===== src/rtl/lock_pkg.sv =====
// Shared types, digit encodings and colour constants for the parametrised
// four-button lock.
package lock_pkg;

  typedef enum logic [1:0] {
    LOCKED   = 2'd0,
    UNLOCKED = 2'd1,
    ALARM    = 2'd2
  } state_e;

  localparam logic [1:0] DIR_N = 2'd0;
  localparam logic [1:0] DIR_W = 2'd1;
  localparam logic [1:0] DIR_S = 2'd2;
  localparam logic [1:0] DIR_E = 2'd3;

  localparam logic [2:0] RGB_RED   = 3'b100;
  localparam logic [2:0] RGB_GREEN = 3'b010;
  localparam logic [2:0] RGB_BLUE  = 3'b001;
  localparam logic [2:0] RGB_OFF   = 3'b000;

  localparam logic [3:0] LED_ALL = 4'hF;

  // Button vector is {N,W,S,E}, so the MSB is digit 0.
  function automatic logic [1:0] onehot_to_digit(input logic [3:0] oh);
    logic [1:0] dig;
    case (oh)
      4'b1000: dig = DIR_N;
      4'b0100: dig = DIR_W;
      4'b0010: dig = DIR_S;
      4'b0001: dig = DIR_E;
      default: dig = DIR_N;
    endcase
    return dig;
  endfunction

  function automatic logic [3:0] thermo4(input int unsigned n);
    logic [3:0] t;
    t = 4'h0;
    for (int unsigned i = 0; i < 4; i++) begin
      t[i] = (n > i);
    end
    return t;
  endfunction

endpackage


===== src/rtl/btn_sync_edge.sv =====
// Two-flop synchroniser for the raw buttons plus a delay flop; emits a
// single-cycle press strobe for a clean one-hot press from all-released.
module btn_sync_edge #(
  parameter int W = 4
) (
  input  logic         clk,
  input  logic         rst_n,
  input  logic [W-1:0] btn_i,
  output logic         press_o,
  output logic [1:0]   digit_o
);
  import lock_pkg::*;

  logic [W-1:0] s1_q, s1_d;
  logic [W-1:0] s2_q, s2_d;
  logic [W-1:0] s2_dly_q, s2_dly_d;
  logic         onehot_s;

  always_comb begin
    s1_d     = btn_i;
    s2_d     = s1_q;
    s2_dly_d = s2_q;
  end

  always_ff @(posedge clk or negedge rst_n) begin
    if (!rst_n) begin
      s1_q     <= {W{1'b0}};
      s2_q     <= {W{1'b0}};
      s2_dly_q <= {W{1'b0}};
    end else begin
      s1_q     <= s1_d;
      s2_q     <= s2_d;
      s2_dly_q <= s2_dly_d;
    end
  end

  // A second button joining a held one never qualifies: s2_dly is non-zero.
  always_comb begin
    onehot_s = (s2_q != {W{1'b0}}) &&
               ((s2_q & (s2_q - {{(W-1){1'b0}}, 1'b1})) == {W{1'b0}});
    press_o  = onehot_s && (s2_dly_q == {W{1'b0}});
    digit_o  = onehot_to_digit(s2_q);
  end

endmodule


===== src/rtl/lock_fsm_gen.sv =====
// Parametrised digital lock: code entry, attempt counting, alarm with
// disarm sequence and flashing red, Moore status outputs.
module lock_fsm_gen #(
  parameter int                        CODE_LEN    = 4,
  parameter logic [2*CODE_LEN-1:0]     CODE        = 8'h76,
  parameter int                        DISARM_LEN  = 2,
  parameter logic [2*DISARM_LEN-1:0]   DISARM_CODE = 4'hD,
  parameter int                        MAX_TRIES   = 1,
  parameter int                        FLASH_DIV   = 32'd25_000_000
) (
  input  logic       clk,
  input  logic       rst_n,
  input  logic [3:0] nwse,
  output logic [3:0] led,
  output logic [2:0] rgb,
  output logic       unlocked,
  output logic       alarm
);
  import lock_pkg::*;

  localparam int IDX_W  = $clog2(CODE_LEN + 1);
  localparam int DIDX_W = $clog2(DISARM_LEN + 1);
  localparam int TRY_W  = $clog2(MAX_TRIES + 1);
  localparam int FCNT_W = $clog2(FLASH_DIV + 1);

  localparam logic [IDX_W-1:0]  IDX_LAST  = IDX_W'(CODE_LEN - 1);
  localparam logic [DIDX_W-1:0] DIDX_DONE = DIDX_W'(DISARM_LEN);
  localparam logic [TRY_W-1:0]  TRY_LIMIT = TRY_W'(MAX_TRIES);
  localparam logic [FCNT_W-1:0] FCNT_LAST = FCNT_W'(FLASH_DIV - 1);

  state_e            state_q, state_d;
  logic [IDX_W-1:0]  idx_q, idx_d;
  logic              err_q, err_d;
  logic [TRY_W-1:0]  tries_q, tries_d;
  logic [DIDX_W-1:0] didx_q, didx_d;
  logic [FCNT_W-1:0] fcnt_q, fcnt_d;
  logic              flash_on_q, flash_on_d;
  logic [3:0]        led_q, led_d;
  logic [2:0]        rgb_q, rgb_d;
  logic              unlocked_q, unlocked_d;
  logic              alarm_q, alarm_d;

  logic              press_s;
  logic [1:0]        digit_s;
  logic [1:0]        code_dig_s;
  logic [1:0]        dis_dig_s;

  btn_sync_edge #(.W(4)) u_btn (
    .clk     (clk),
    .rst_n   (rst_n),
    .btn_i   (nwse),
    .press_o (press_s),
    .digit_o (digit_s)
  );

  // Expected digit at the current entry position of each sequence.
  always_comb begin
    code_dig_s = DIR_N;
    dis_dig_s  = DIR_N;
    for (int i = 0; i < CODE_LEN; i++) begin
      code_dig_s = (idx_q == IDX_W'(i)) ? CODE[2*i +: 2] : code_dig_s;
    end
    for (int j = 0; j < DISARM_LEN; j++) begin
      dis_dig_s = (didx_q == DIDX_W'(j)) ? DISARM_CODE[2*j +: 2] : dis_dig_s;
    end
  end

  // Next state, counters, and output decode of the next state so the
  // registered outputs track the registered state without lag.
  always_comb begin
    state_d    = state_q;
    idx_d      = idx_q;
    err_d      = err_q;
    tries_d    = tries_q;
    didx_d     = didx_q;
    fcnt_d     = {FCNT_W{1'b0}};
    flash_on_d = 1'b1;
    led_d      = 4'h0;
    rgb_d      = RGB_BLUE;
    unlocked_d = 1'b0;
    alarm_d    = 1'b0;

    case (state_q)
      LOCKED: begin
        if (!press_s) begin
          state_d = LOCKED;
        end else if (idx_q == IDX_LAST) begin
          idx_d = {IDX_W{1'b0}};
          err_d = 1'b0;
          if (!err_q && (digit_s == code_dig_s)) begin
            state_d = UNLOCKED;
            tries_d = {TRY_W{1'b0}};
          end else begin
            tries_d = tries_q + TRY_W'(1);
            if ((tries_q + TRY_W'(1)) == TRY_LIMIT) begin
              state_d = ALARM;
              didx_d  = {DIDX_W{1'b0}};
            end else begin
              state_d = LOCKED;
            end
          end
        end else begin
          idx_d = idx_q + IDX_W'(1);
          err_d = err_q | (digit_s != code_dig_s);
        end
      end
      UNLOCKED: begin
        if (press_s && (digit_s == DIR_N)) begin
          state_d = LOCKED;
          idx_d   = {IDX_W{1'b0}};
          err_d   = 1'b0;
        end else begin
          state_d = UNLOCKED;
        end
      end
      ALARM: begin
        if (!press_s) begin
          state_d = ALARM;
        end else if (digit_s == dis_dig_s) begin
          if ((didx_q + DIDX_W'(1)) == DIDX_DONE) begin
            state_d = LOCKED;
            tries_d = {TRY_W{1'b0}};
            didx_d  = {DIDX_W{1'b0}};
          end else begin
            didx_d  = didx_q + DIDX_W'(1);
          end
        end else begin
          // A wrong digit may itself be the start of a fresh attempt.
          didx_d = (digit_s == DISARM_CODE[1:0]) ? DIDX_W'(1) : {DIDX_W{1'b0}};
        end
      end
      default: begin
        state_d = LOCKED;
        idx_d   = {IDX_W{1'b0}};
        err_d   = 1'b0;
        tries_d = {TRY_W{1'b0}};
        didx_d  = {DIDX_W{1'b0}};
      end
    endcase

    if ((state_q == ALARM) && (state_d == ALARM)) begin
      if (fcnt_q == FCNT_LAST) begin
        fcnt_d     = {FCNT_W{1'b0}};
        flash_on_d = ~flash_on_q;
      end else begin
        fcnt_d     = fcnt_q + FCNT_W'(1);
        flash_on_d = flash_on_q;
      end
    end else begin
      fcnt_d     = {FCNT_W{1'b0}};
      flash_on_d = 1'b1;
    end

    case (state_d)
      LOCKED: begin
        led_d = thermo4(32'(idx_d));
        rgb_d = RGB_BLUE;
      end
      UNLOCKED: begin
        led_d = LED_ALL;
        rgb_d = RGB_GREEN;
      end
      ALARM: begin
        led_d = thermo4(32'(didx_d));
        rgb_d = flash_on_d ? RGB_RED : RGB_OFF;
      end
      default: begin
        led_d = 4'h0;
        rgb_d = RGB_BLUE;
      end
    endcase
    unlocked_d = (state_d == UNLOCKED);
    alarm_d    = (state_d == ALARM);
  end

  always_ff @(posedge clk or negedge rst_n) begin
    if (!rst_n) begin
      state_q    <= LOCKED;
      idx_q      <= {IDX_W{1'b0}};
      err_q      <= 1'b0;
      tries_q    <= {TRY_W{1'b0}};
      didx_q     <= {DIDX_W{1'b0}};
      fcnt_q     <= {FCNT_W{1'b0}};
      flash_on_q <= 1'b1;
      led_q      <= 4'h0;
      rgb_q      <= RGB_BLUE;
      unlocked_q <= 1'b0;
      alarm_q    <= 1'b0;
    end else begin
      state_q    <= state_d;
      idx_q      <= idx_d;
      err_q      <= err_d;
      tries_q    <= tries_d;
      didx_q     <= didx_d;
      fcnt_q     <= fcnt_d;
      flash_on_q <= flash_on_d;
      led_q      <= led_d;
      rgb_q      <= rgb_d;
      unlocked_q <= unlocked_d;
      alarm_q    <= alarm_d;
    end
  end

  assign led      = led_q;
  assign rgb      = rgb_q;
  assign unlocked = unlocked_q;
  assign alarm    = alarm_q;

endmodule


===== config.mk =====
export PLATFORM = sky130hd
export DESIGN_NAME = lock_fsm_gen
export DESIGN_NICKNAME = d
export VERILOG_FILES = /design/src/rtl/lock_pkg.sv /design/src/rtl/btn_sync_edge.sv /design/src/rtl/lock_fsm_gen.sv
export SDC_FILE = /design/constraint.sdc
export NUM_CORES = 1
export LEC_CHECK = 0
export ABC_AREA = 1
export CELL_PAD_IN_SITES_DETAIL_PLACEMENT = 1
export CELL_PAD_IN_SITES_GLOBAL_PLACEMENT = 1
export CORE_MARGIN = 3
export CORE_UTILIZATION = 41
export CTS_CLUSTER_SIZE = 12
export DETAILED_ROUTE_END_ITERATION = 10
export GPL_TIMING_DRIVEN = 0
export PLACE_DENSITY_LB_ADDON = 0.2
export SYNTH_ARGS = -nofsm -noshare
export SYNTH_HDL_FRONTEND = slang
export SYNTH_SLANG_ARGS = --single-unit

===== constraint.sdc =====
create_clock -name clk -period 2.72 [get_ports clk]
set_clock_uncertainty 0.2 [all_clocks]
set_input_delay 0.408 -clock clk [delete_from_list [all_inputs] [get_ports clk]]
set_output_delay 0.408 -clock clk [all_outputs]
set_load 0.1 [all_outputs]

Yosys cells after proc, flatten, opt, wreduce, memory -nomap -nowiden --
Index checks and enable logic that the tools add are counted.
Word-level totals: logic and storage cells 117, input port bits 6, output and inout bits 9, register bits after elaboration 56
Cells by class: mux-type cells 47, equal/unequal tests 23, reductions and logical operators 16, $add $sub $neg 5, $lt $le $gt $ge 7, bitwise operators 5
Operators with widths (count):
- $mux W25 | 2
- $mux W2 | 19
- $add A25 B1 Y25 const B | 1
- $eq A25 B25 Y1 const B | 1
- $pmux W2 S3 | 3
- $mux W1 | 14
- $mux W3 | 4
- $ne A2 B2 Y1 const B | 6
- $pmux W4 S3 | 1
- $pmux W3 S3 | 1
- $eq A2 B1 Y1 const B | 4
- $logic_not A2 Y1 | 4
- $logic_not A4 Y1 | 2
- $eq A2 B2 Y1 const B | 3
- $eq A3 B2 Y1 const B | 2
- $gt A3 B1 Y1 const B | 2
- $gt A3 B2 Y1 const B | 2
- $pmux W1 S3 | 2
- $pmux W3 S2 | 1
- $reduce_and A6 Y1 | 1
- $logic_and A1 B1 Y1 | 5
- $and A4 B4 Y4 | 1
- $eq A2 B2 Y1 | 2
- $eq A4 B1 Y1 const B | 1
- other kinds (16) | 19

Depth between registers and ports, before layout --
depth after elaboration 16, gate-level depth with buffers 22, depth with buffers taken out 22

Cells and area by module --
From an unflattened synthesis, not the netlist that was laid out.
Second synthesis, totals: cells, all modules 356, area total of the unflattened synthesis 2940.3 um^2
By module, submodules not included:
- lock_fsm_gen | seq. area each 1078.5 um^2, instances 1, area an instance 2555.0 um^2, cells each 324
- btn_sync_edge | seq. area each 300.3 um^2, instances 1, area an instance 385.4 um^2, cells each 32

Worst setup path before layout --
Ideal clock, no wire load.
path kind register -> register, start register idx_q[0], end register fcnt_q[11], setup slack -0.025 ns, arrival 2.441 ns, cell stages (with the launch flop) 19, period minus slack after synthesis 2.745 ns, path through dfrtp_1 ha_1 inv_1 nand2_1 a21oi_1 nand2_1 nand3_1 nor2_1 nor2_1 nand2_1 nand2_1 inv_1 nor3_2 ha_1 nand2_1 inv_1 o21ai_1 buf_2 a221oi_1
Between the ends: word-level cells in the longest chain between the ends 14, elaborated cells between the ends (all ways) 17
RTL lines:
- start, declared | line lock_fsm_gen.sv:32 | logic [IDX_W-1:0] idx_q, idx_d;
- start signal, assigned | line lock_fsm_gen.sv:179 | idx_q <= {IDX_W{1'b0}};
- start signal, assigned | line lock_fsm_gen.sv:191 | idx_q <= idx_d;
- $logic_not A3 Y1 | line lock_fsm_gen.sv:61 | code_dig_s = (idx_q == IDX_W'(i)) ? CODE[2*i +: 2] : code_dig_s;
- $mux W2 (4 in a row) | line lock_fsm_gen.sv:61
- $eq A2 B2 Y1 | line lock_fsm_gen.sv:90 | if (!err_q && (digit_s == code_dig_s)) begin
- $logic_and A1 B1 Y1 | line lock_fsm_gen.sv:90
- $mux W2 | line lock_fsm_gen.sv:90
- $mux W2 * | line lock_fsm_gen.sv:87 | end else if (idx_q == IDX_LAST) begin
- $mux W2 * | line lock_fsm_gen.sv:85 | if (!press_s) begin
- $pmux W2 S3 * | line lock_fsm_gen.sv:83 | case (state_q)
- named net state_d[1] | line lock_fsm_gen.sv:31 | state_e state_q, state_d;
- $eq A2 B2 Y1 *
- named net alarm_d | line lock_fsm_gen.sv:41 | logic alarm_q, alarm_d;
- $logic_and A1 B1 Y1 * | line lock_fsm_gen.sv:141 | if ((state_q == ALARM) && (state_d == ALARM)) begin
- $mux W25 * | line lock_fsm_gen.sv:141
- named net fcnt_d[11] | line lock_fsm_gen.sv:36 | logic [FCNT_W-1:0] fcnt_q, fcnt_d;
- end signal, assigned | line lock_fsm_gen.sv:183 | fcnt_q <= {FCNT_W{1'b0}};
- end signal, assigned | line lock_fsm_gen.sv:195 | fcnt_q <= fcnt_d;
- end, declared | line lock_fsm_gen.sv:36
Mark *: on every way through the listed nets, which the timed path passes. The rest lies on a longest branch. A chain may end at the register's enable or synchronous reset.

Worst setup path after layout --
start register idx_q[0], end register fcnt_q[0]
Same word-level chain as after synthesis.

==> summary.md <==
| Metric | Value |
|---|---|
| Status | `complete, but fails checks` |
| Failing checks | `negative setup slack` |
| Finished Layout Cells | `462` |
| Avg Inst Size Synth | `8.32 µm²` |
| Initial antenna violation count | `0` |
| PnR worst setup slack | `-83.3 ps` |
| FFs w/ async S/R, synth | `1.00` |
| Cell Chain, Critical Path | `ha_4 > buf_4 > nand2_2 > nand2_2 > nand3_2 > nand2_2 > nor2_4 > buf_6 > nand4_1 > nand2_2 > inv_4 > ha_4 > nand2_8 > inv_6 > o21ai_4 > buf_6 > buf_6 > nor2_1` |
| TritonCTS Buffers | `5` |
| GPL Wtd Cong | `0.800` |
| Io pins | `15` |
| Unrepaired setup endpoints after global routing | `yes` |
| Multi-input gate area in the final layout | `0.00151 mm²` |
| IO Port Bufs | `14` |
| Share of cells above drive strength 1 | `0.319` |
| Adder-cell share of the synthesized area | `0.0401` |
| Setup crit end kind | `flop` |
| Hold_ws | `142 ps` |
| Slew headroom | `0.350` |
| Vias in the first global route | `2,439` |
| Final period utilization | `1.03` |
| Max-cap violations | `0` |
| Routed len/inst | `15.6 µm` |
| Worst skew pair latency | `300 ps` |
| Initial core utilization | `0.433` |
| Hold Path Class | `reg -> reg` |
| Post-synth EDFFs | `0` |
| Die W | `88.8 µm` |
| Endpoints failing setup | `15` |
| #FFs+latches synth | `55` |
| Final layout net count | `399` |
| Slowest CP cell | `dfrtp_2` |
| Drt first pass iters | `4` |
| Max clock buf depth | `2` |
| Peak Freq | `357 MHz` |
| Max rail drop VDD | `0.218 mV` |
| Slowest stage delay, CP | `480 ps` |
| Reg clk slew, reported paths | `100 ps` |
| Hold Path Origin | `u_btn.s1_q[3]` |
| CTS H-Tree Depth | `2` |
| Crit Path Class | `reg -> reg` |
| Fillers | `728` |
| Starting DRT DRC Count | `53` |
| Maximum fanout along the worst path | `8` |
| Actual slew at the worst max-slew pin | `972 ps` |
| Yosys cell types | `36` |
| CP arrival | `2800 ps` |
| First-pass GRT wire length | `11,000 µm` |
| Drt drc | `0` |
| Post-synthesis mux area share | `0` |
| Setup crit start kind | `flop` |
| Cell Count Post-Placement | `430` |
| CTS sink cnt | `55` |
| XOR/XNOR Fraction of Synth Area | `0.0156` |
| WL final | `7210 µm` |
| Register area share after synthesis | `0.490` |
| Worst Setup SP | `idx_q[0]` |
| Largest family of logic cells by synthesized area | `simple AND/OR/NAND/NOR gates` |
| Die outline height | `88.8 µm` |
| Syn nets | `353` |
| Vias | `2,390` |
| Post-Synthesis Cells | `338` |
| Top cell by count, worst path | `nand2_2` |
| Rows | `29` |
| Mapped Area | `0.00281 mm²` |
| Die ar. | `0.00789 mm²` |
| Leakage | `1.67 nW` |
| Tmin final | `2800 ps` |
| Drt via density | `5.17` |
| GRT overflow | `0` |
| Yosys warnings | `0` |
| TritonCTS clock tree | `done` |
| Top FF cell, synth | `dfrtp_1` |
| Clk root buf | `clkbuf_8` |
| Pwr dens | `569 mW/mm²` |
| Hpwl dp | `4670 µm` |
| CP required | `2710 ps` |
| Post-synthesis compound-gate area fraction | `0.0721` |
| Final ANT Viol Nets | `0` |
| Core box area | `0.00649 mm²` |
| Worst r2r src | `idx_q[0]` |
| Diodes inserted | `0` |
| Area Overhead vs Synth | `31.6%` |
| Largest net degree at the start of global routing | `40` |
| GRT Total Usage | `0.178` |
| Final Slew Violations | `0` |
| Finished Core Util | `0.570` |
| Storage cell area | `0.00139 mm²` |
| Synth Area in Simple Gates | `0.303` |
| Final hold vios | `0` |
## power breakdown
| group | total (mW) | internal [mW] | switching, mW |
|---|---|---|---|
| sequential | 0.909 | 0.868 | 0.0410 |
| clock | 0.540 | 0.275 | 0.265 |
| combinational | 0.656 | 0.237 | 0.419 |
## kinds of logic after synthesis
family                   count (synthesis)
XOR/XNOR                                 5
buffers and inverters                   58
AND/OR/NAND/NOR                        175
flip-flops                              55
adder cells (fa/ha/maj)                  9
AO/OA/AOI/OAI                           36
## Yosys cell counts (2+ instances only)
master    n  share of area
nand2_1  71          0.095
dfrtp_1  53           0.47
inv_1    52          0.069
nor2_1   39          0.052
nand3_1  21          0.037
o21ai_0  13          0.023
a21oi_1  12          0.021
nor3_1   11          0.020
ha_1      9          0.040
nand4_1   8          0.018
inv_2     4         0.0053
nor2_2    4         0.0089
nor3_2    4          0.014
nor3b_1   4          0.011
xor2_1    4          0.012
nand3_2   3          0.011
nor4_1    3         0.0067
o21ai_1   3         0.0053
dfstp_2   2          0.019
o21a_1    2         0.0053
## layout make-up
| cell class | instances | area share |
|---|---|---|
| Buffer | 2 | 0.00507 |
| Clock buffer | 6 | 0.0196 |
| Clock inverter | 2 | 0.0101 |
| Inverter | 56 | 0.0615 |
| Multi-Input combinational cell | 225 | 0.408 |
| Sequential cell | 55 | 0.374 |
| Tap cell | 77 | 0.0260 |
| Timing Repair Buffer | 39 | 0.0954 |
## worst paths after layout
path,end,slack [ps],depth (start not counted)
worst max-delay path,fcnt_q[0],-80,18
worst min-delay path,u_btn.s2_dly_d[3],140,0
worst max register to register,fcnt_q[0],-80,18
worst min register to register,u_btn.s2_dly_d[3],140,0
max in group asynchronous,flash_on_q,1350,3
min in group asynchronous,err_q,360,2
## cells in the final DEF, fill, tap and decap left out, types with 4 or more instances in the layout
| cell type | Yosys | final |
|---|---|---|
| nor3_2 | 4 | 4 |
| nand2_1 | 71 | 57 |
| inv_4 | 0 | 5 |
| nor2_2 | 4 | 4 |
| clkbuf_8 | 0 | 5 |
| a21oi_2 | 0 | 5 |
| inv_2 | 4 | 10 |
| dfrtp_1 | 53 | 48 |
| nand4_1 | 8 | 8 |
| nor2_4 | 0 | 8 |
| clkdlybuf4s50_1 | 0 | 13 |
| nand3_1 | 21 | 17 |
| nand2_2 | 1 | 12 |
| o21ai_2 | 1 | 7 |
| o21ai_0 | 13 | 6 |
| nand3_2 | 3 | 6 |
| ha_4 | 0 | 6 |
| a21oi_1 | 12 | 7 |
| dfrtp_2 | 0 | 5 |
| buf_4 | 1 | 20 |
| nor2_1 | 39 | 31 |
| buf_6 | 0 | 5 |
| xor2_1 | 4 | 4 |
| nor3_1 | 11 | 10 |
| inv_1 | 52 | 40 |
## sequential cells by signal, indices dropped and copies added (netlist names)
register,count
alarm,1
tries_q,1
rgb,3
fcnt_q,25
led,4
err_q,1
u_btn.s2_dly_q,4
state_q,2
u_btn.s2_dly_d,4
u_btn.s1_q,4
idx_q,3
flash_on_q,1
didx_q,2
## worst max-delay path, delay by kind of cell, from the launching register on
family,cells,cell delay (ps)
buf+inv,6,670
compound gates,1,100
fa+ha+maj,2,380
flops,1,480
simple gates,9,850
## routing by layer
metal  vias up  global-route usage  wire length (µm)
met3        18              0.0317               130
met1      1171               0.207              2960
met4         0              0.0646               183
li1       1174                   -                 -
met2        27               0.325              3930
met5         -                   0                 0
## per-stage QoR
step | total power [mW] | setup slack [ps] | instance area (µm²) | TNS (ps)
floorplan | 1.23 | 17.1 | 2820 | 0
finish | 2.10 | -83.3 | 3700 | -521
global route | 2.21 | -209 | 3700 | -3630
global placement | 1.34 | -675 | 3060 | -44480
detailed placement | 1.35 | -666 | 3070 | -12440
CTS | 2.00 | -136 | 3430 | -2390
## what timing repair did
item | in CTS | in global routing
endpoints found under the hold margin | 15 | 0
setup buffers | 12 | 11
hold buffers | 1 | 0
endpoints found under the setup margin | 30 | 33
pin swaps | 17 | 17
gates resized for setup | 50 | 54
(Power assumes the default switching activity.)
